**config.mk**
```make
export PLATFORM = sky130hd
export DESIGN_NAME = mem_rd_arbiter_flat
export DESIGN_NICKNAME = d
export VERILOG_FILES = /design/src/rtl/mem_rd_arbiter_if.sv /design/src/rtl/mem_rd_arbiter.sv /design/src/flat_wrapper.sv
export SDC_FILE = /design/constraint.sdc
export NUM_CORES = 1
export LEC_CHECK = 0
export CORE_ASPECT_RATIO = 0.6
export CORE_MARGIN = 8
export CORE_UTILIZATION = 32
export DETAILED_ROUTE_END_ITERATION = 8
export GPL_TIMING_DRIVEN = 0
export PLACE_DENSITY = 0.8
export SLEW_MARGIN = 20
export SYNTH_ARGS = -nofsm -noshare
export SYNTH_HDL_FRONTEND = slang
export SYNTH_SLANG_ARGS = --single-unit
export TNS_END_PERCENT = 20
```
**constraint.sdc**
```tcl
create_clock -name clk -period 1.5 [get_ports clk]
set_input_delay 0.225 -clock clk [delete_from_list [all_inputs] [get_ports clk]]
set_output_delay 0.225 -clock clk [all_outputs]
set_load 0.005 [all_outputs]
```
**src/rtl/mem_rd_arbiter_if.sv**
```systemverilog
// AXI-Lite read channel (AR + R) bundle shared by the IFU, LSU and memory sides
// of the read arbiter.
interface mem_rd_arbiter_if;
    logic [31:0] araddr;
    logic        arvalid;
    logic        arready;
    logic        rvalid;
    logic        rready;
    logic [31:0] rdata;
    logic [1:0]  rresp;

    modport master (
        output araddr, arvalid, rready,
        input  arready, rvalid, rdata, rresp
    );

    modport slave (
        input  araddr, arvalid, rready,
        output arready, rvalid, rdata, rresp
    );
endinterface

```
**src/rtl/mem_rd_arbiter.sv**
```systemverilog
// Two-master AXI-Lite read arbiter: IFU and LSU share one memory read port with a
// single outstanding transaction, LSU priority and bounded IFU starvation.
module mem_rd_arbiter #(
    parameter int MAX_STREAK = 4
) (
    input  logic             clk,
    input  logic             reset,
    mem_rd_arbiter_if.slave  ifu,
    mem_rd_arbiter_if.slave  lsu,
    mem_rd_arbiter_if.master m,
    output logic             owner,
    output logic             busy
);
    typedef enum logic [1:0] {S_IDLE, S_ADDR, S_DATA} state_t;

    localparam logic [2:0] STREAK_LIMIT = 3'(MAX_STREAK);

    state_t      r_state;
    state_t      w_next_state;
    logic        r_owner;
    logic [2:0]  r_streak;
    logic [31:0] r_araddr;

    logic        w_idle;
    logic        w_force_ifu;
    logic        w_grant;
    logic        w_grant_lsu;
    logic        w_rready;

    // Arbitration is only live in S_IDLE and never while reset is held.
    assign w_idle      = (r_state == S_IDLE) && reset;
    assign w_force_ifu = (MAX_STREAK != 0) && (r_streak == STREAK_LIMIT);
    assign w_grant_lsu = lsu.arvalid && !(ifu.arvalid && w_force_ifu);
    assign w_grant     = w_idle && (ifu.arvalid || lsu.arvalid);

    always_comb begin
        // NOTE: every output of this block gets a default first so no path can infer a latch.
        w_next_state = r_state;
        ifu.arready  = 1'b0;
        lsu.arready  = 1'b0;
        ifu.rvalid   = 1'b0;
        lsu.rvalid   = 1'b0;
        w_rready     = 1'b0;
        unique case (r_state)
            S_IDLE: begin
                if (w_grant) begin
                    w_next_state = S_ADDR;
                    ifu.arready  = !w_grant_lsu;
                    lsu.arready  = w_grant_lsu;
                end
            end
            S_ADDR: begin
                if (m.arready) w_next_state = S_DATA;
            end
            S_DATA: begin
                w_rready   = r_owner ? lsu.rready : ifu.rready;
                ifu.rvalid = !r_owner && m.rvalid;
                lsu.rvalid = r_owner && m.rvalid;
                if (m.rvalid && w_rready) w_next_state = S_IDLE;
            end
            default: w_next_state = S_IDLE;
        endcase
    end

    always_ff @(posedge clk or negedge reset) begin
        if (!reset) begin
            r_state  <= S_IDLE;
            r_owner  <= 1'b0;
            r_streak <= '0;
            r_araddr <= '0;
        end else begin
            // NOTE: sequential state uses non-blocking assignments so all registers update together.
            r_state <= w_next_state;
            if (w_grant) begin
                r_owner  <= w_grant_lsu;
                r_araddr <= w_grant_lsu ? lsu.araddr : ifu.araddr;
                if (w_grant_lsu && ifu.arvalid)
                    r_streak <= (r_streak == 3'd7) ? r_streak : r_streak + 3'd1;
                else
                    r_streak <= '0;
            end
        end
    end

    assign m.araddr  = r_araddr;
    assign m.arvalid = (r_state == S_ADDR);
    assign m.rready  = w_rready;

    // Read data is broadcast; only the owner's rvalid qualifies it.
    assign ifu.rdata = m.rdata;
    assign ifu.rresp = m.rresp;
    assign lsu.rdata = m.rdata;
    assign lsu.rresp = m.rresp;

    assign owner = r_owner;
    assign busy  = (r_state != S_IDLE);
endmodule

```
**src/flat_wrapper.sv**
```systemverilog
// flat-port wrapper written by rule: the top's interface ports become plain ports
module mem_rd_arbiter_flat 
#(
    parameter int MAX_STREAK = 4
)
  (clk, reset, owner, busy, ifu_araddr, ifu_arvalid, ifu_rready, ifu_arready, ifu_rvalid, ifu_rdata, ifu_rresp, lsu_araddr, lsu_arvalid, lsu_rready, lsu_arready, lsu_rvalid, lsu_rdata, lsu_rresp, m_araddr, m_arvalid, m_rready, m_arready, m_rvalid, m_rdata, m_rresp);
  mem_rd_arbiter_if ifu_i ();
  mem_rd_arbiter_if lsu_i ();
  mem_rd_arbiter_if m_i ();
  input  logic clk;
  input  logic reset;
  output logic owner;
  output logic busy;
  input wire logic [$bits(ifu_i.araddr)-1:0] ifu_araddr;
  input wire logic [$bits(ifu_i.arvalid)-1:0] ifu_arvalid;
  input wire logic [$bits(ifu_i.rready)-1:0] ifu_rready;
  output wire logic [$bits(ifu_i.arready)-1:0] ifu_arready;
  output wire logic [$bits(ifu_i.rvalid)-1:0] ifu_rvalid;
  output wire logic [$bits(ifu_i.rdata)-1:0] ifu_rdata;
  output wire logic [$bits(ifu_i.rresp)-1:0] ifu_rresp;
  input wire logic [$bits(lsu_i.araddr)-1:0] lsu_araddr;
  input wire logic [$bits(lsu_i.arvalid)-1:0] lsu_arvalid;
  input wire logic [$bits(lsu_i.rready)-1:0] lsu_rready;
  output wire logic [$bits(lsu_i.arready)-1:0] lsu_arready;
  output wire logic [$bits(lsu_i.rvalid)-1:0] lsu_rvalid;
  output wire logic [$bits(lsu_i.rdata)-1:0] lsu_rdata;
  output wire logic [$bits(lsu_i.rresp)-1:0] lsu_rresp;
  output wire logic [$bits(m_i.araddr)-1:0] m_araddr;
  output wire logic [$bits(m_i.arvalid)-1:0] m_arvalid;
  output wire logic [$bits(m_i.rready)-1:0] m_rready;
  input wire logic [$bits(m_i.arready)-1:0] m_arready;
  input wire logic [$bits(m_i.rvalid)-1:0] m_rvalid;
  input wire logic [$bits(m_i.rdata)-1:0] m_rdata;
  input wire logic [$bits(m_i.rresp)-1:0] m_rresp;
  assign ifu_i.araddr = ifu_araddr;
  assign ifu_i.arvalid = ifu_arvalid;
  assign ifu_i.rready = ifu_rready;
  assign ifu_arready = ifu_i.arready;
  assign ifu_rvalid = ifu_i.rvalid;
  assign ifu_rdata = ifu_i.rdata;
  assign ifu_rresp = ifu_i.rresp;
  assign lsu_i.araddr = lsu_araddr;
  assign lsu_i.arvalid = lsu_arvalid;
  assign lsu_i.rready = lsu_rready;
  assign lsu_arready = lsu_i.arready;
  assign lsu_rvalid = lsu_i.rvalid;
  assign lsu_rdata = lsu_i.rdata;
  assign lsu_rresp = lsu_i.rresp;
  assign m_araddr = m_i.araddr;
  assign m_arvalid = m_i.arvalid;
  assign m_rready = m_i.rready;
  assign m_i.arready = m_arready;
  assign m_i.rvalid = m_rvalid;
  assign m_i.rdata = m_rdata;
  assign m_i.rresp = m_rresp;
  mem_rd_arbiter #(.MAX_STREAK(MAX_STREAK)) u_core (.clk(clk), .reset(reset), .ifu(ifu_i), .lsu(lsu_i), .m(m_i), .owner(owner), .busy(busy));
endmodule
```
==> results.cfg <==
[status]
status = complete, but fails checks
violations = setup timing

[synthesis]
ys.flop_type = dfrtp_1
synthDominantCellAreaShare_pct = 39.73
synth_edf_count = 0
yosys_warnings = 0
async_flop_share_pct = 100.0
yosysSeqAreaShare_pct = 39.73
synth_cell_types = 26
synth.area.top_cells = dfrtp_1 40%, buf_4 22%, a21oi_1 12%
ys_seq_elements = 38
netlist_instances = 283
synth_area_leader_cell = dfrtp_1
syn_area_per_cell_um2 = 8.458
syn_nets = 392
synthesis.area_mm2 = 0.002394

[die]
fp.dieArea_mm2 = 0.01059
die_h_um = 82.99
rows = 24
initial_utilization_pct = 32.94
die_w_um = 127.7
io_pins = 214
core_mm2 = 0.007267

[pwr]
switching_share_pct = 31.75
p_leak_nw = 2.075
p_int_w = 0.003994
total_power_w = 0.005852
switchingPower_w = 0.001858
seqPwrFrac_pct = 30.7
p_clk_share_pct = 17.9
combPwrFrac_pct = 51.4
vdd_drop_max_v = 0.0008265
p_per_area_mw_per_mm2 = 1237

[cells_and_area]
antenna_cells = 0
post-route-util_pct = 65.12
fill_cells = 619
stdcell_area_mm2 = 0.004732
final_common_cell = clkdlybuf4s50_1
final_layout_size_suffix_gt1_share_pct = 30.08
areaGrowthSynthToFinish_pct = 97.70
nets = 590
layout_common_cells = 169 x clkdlybuf4s50_1, 78 x buf_4, 37 x a21oi_1, 37 x dfrtp_1, 36 x nand2_1

[clock_tree]
cts.sinks = 38
path_clk_slew_ns = 0.06
clockRootBuffer = clkbuf_16
insertion_delay_ns = 0.27
cts_inserted_buffers = 5
cts_max_path_buffers = 2
htree_levels = 2
cts_tree = built

[global_route]
grt_first_pass_wirelength_um = 14870
grt_pass1_vias = 2751
grt.total_usage_pct = 17.39
gr-total-overflow = 0
antenna_found_initial = 0
grt_max_degree = 22

[timing]
holdWs_ns = 0.04403
slew_headroom_pct = 45.10
setup_violations = 24
skew_ns = 0.002160
timing.fmax_mhz = 577.7
period_share_pct = 115.4
fin_ws_ns = -0.2310
rsz0062_at_grt = true
hold_violations = 0
worst_pin_slew_ns = 0.8234
period_needed_ns = 1.731
final_max_slew_viol_count = 0

[setup_path]
crit_chain = inv_1 > ha_2 > nand3_2 > and2_4 > buf_12 > nor2_4 > buf_2
cp_slowest_stage_delay_ns = 0.38
crit_family = flip-flops
crit_required_ns = 1.27
critical_path_arrival_ns = 1.51
worstPathMaxFanout = 2
crit_path_top_delay_cell = dfrtp_1
critPathKind = reg -> out
startpoint_type = flip-flop
worst-path-buf-inv = 3
worst_setup_path_end_kind = primary output

[place]
place.gp.congestion = 0.7368
port_buffers = 179
dp_hpwl_um = 7697
dpl_cell_area_mm2 = 0.004338

[route]
final_antenna_net_count = 0
via_count = 2530
wl_um = 9577
drt_iter0_markers = 109
wire_per_inst_um = 16.34
drc = 0
firstDrtPassIters = 4
vias_per_cell = 4.317

[hold_path]
hold_class = in -> async

[job]
maxCapViolCount = 0
registers in the layout, summed over array words and instances (netlist names):
| signal | flops |
|---|---|
| u_core.m.araddr | 32 |
| u_core.owner | 1 |
| u_core.r_streak | 3 |
| u_core.r_state | 2 |
layout make-up:
cell class / instances / area [µm²] / area share [%]
Buffer: 80 / 631.9 / 13.35
Clock buffer: 7 / 142.6 / 3.014
Clock inverter: 1 / 5.005 / 0.1058
Inverter: 6 / 22.52 / 0.4759
Multi-Input combinational cell: 158 / 943.4 / 19.94
Sequential cell: 38 / 952.2 / 20.12
Tap cell: 104 / 130.1 / 2.750
Timing Repair Buffer: 192 / 1904 / 40.24
Yosys cell counts, drive strengths merged, types with 2 or more instances:
cell type and count:
a21oi 64, a22o 2, buf 81, dfrtp 38
ha 3, inv 6, nand2 37, nand3 2
nor2 36, nor2b 2, o21ai 3
stage by stage:
stage	instances	TNS [ns]	setup WS, ns
after global routing	586	-4.619	-0.3124
after global placement	566	-98.01	-2.153
after CTS	585	-1.392	-0.2218
final	586	-1.753	-0.2310
after floorplan	283	0	0.06223
after detailed placement	567	-11.78	-0.7316
power by group through the flow:
stage	logic (W)	clock network, W	registers (W)
global route	0.00327	0.00114	0.00186
floorplan	0.00102	0	0.00183
detailed placement	0.00277	0	0.00181
CTS	0.00294	0.00107	0.00179
global placement	0.00270	0	0.00178
finish	0.00301	0.00105	0.00180
repair_timing:
item                                    4_1_cts  5_1_grt
resized for setup                            43       28
hold endpoints to repair                     21        0
endpoints found under the setup margin       34       41
pin swaps                                     4        7
hold buffers                                  2        0
setup buffers                                 9        1
final timing paths:
path	startpoint	end	slack [ns]	depth (start not counted)
hold reg to reg	u_core.m.araddr[1]$_DFFE_PN0P_	u_core.m.araddr[1]$_DFFE_PN0P_	0.52	2
min in group clk	ifu_araddr[18]	u_core.m.araddr[18]$_DFFE_PN0P_	0.49	3
max in group asynchronous	reset	u_core.r_state[0]$_DFFE_PN0P_	0.57	3
setup reg to reg	u_core.r_streak[0]$_DFFE_PN0P_	u_core.m.araddr[3]$_DFFE_PN0P_	-0.08	8
hold / removal	reset	u_core.m.araddr[14]$_DFFE_PN0P_	0.04	2
setup / recovery	u_core.r_streak[0]$_DFFE_PN0P_	ifu_arready	-0.23	7
logic make-up after synthesis:
| group | count (synthesis) | synth area share (%) |
|---|---|---|
| AOI/OAI and AO/OA | 72 | 17.77 |
| muxes | 2 | 0.8886 |
| adders and majority gates | 3 | 1.568 |
| buffers and inverters | 87 | 26.14 |
| and+or+nand+nor | 81 | 13.91 |
| DFF | 38 | 39.73 |
layer usage:
layer | vias up | track usage (%) | wire length, µm
met5 | - | 0 | 0
met4 | 0 | 2.039 | 10
met3 | 2 | 5.548 | 720
met2 | 84 | 32.77 | 5155
met1 | 1192 | 19.06 | 3692
li1 | 1252 | - | -
worst reg2reg max path: stages (launching register included):
cell and delay (ns):
dfrtp_1 0.38, inv_1 0.07, ha_2 0.19, nand3_2 0.09
and2_4 0.19, buf_4 0.17, buf_12 0.16, a21oi_1 0.14
a21oi_1 0.08
Power figures use the tool's default switching activity.
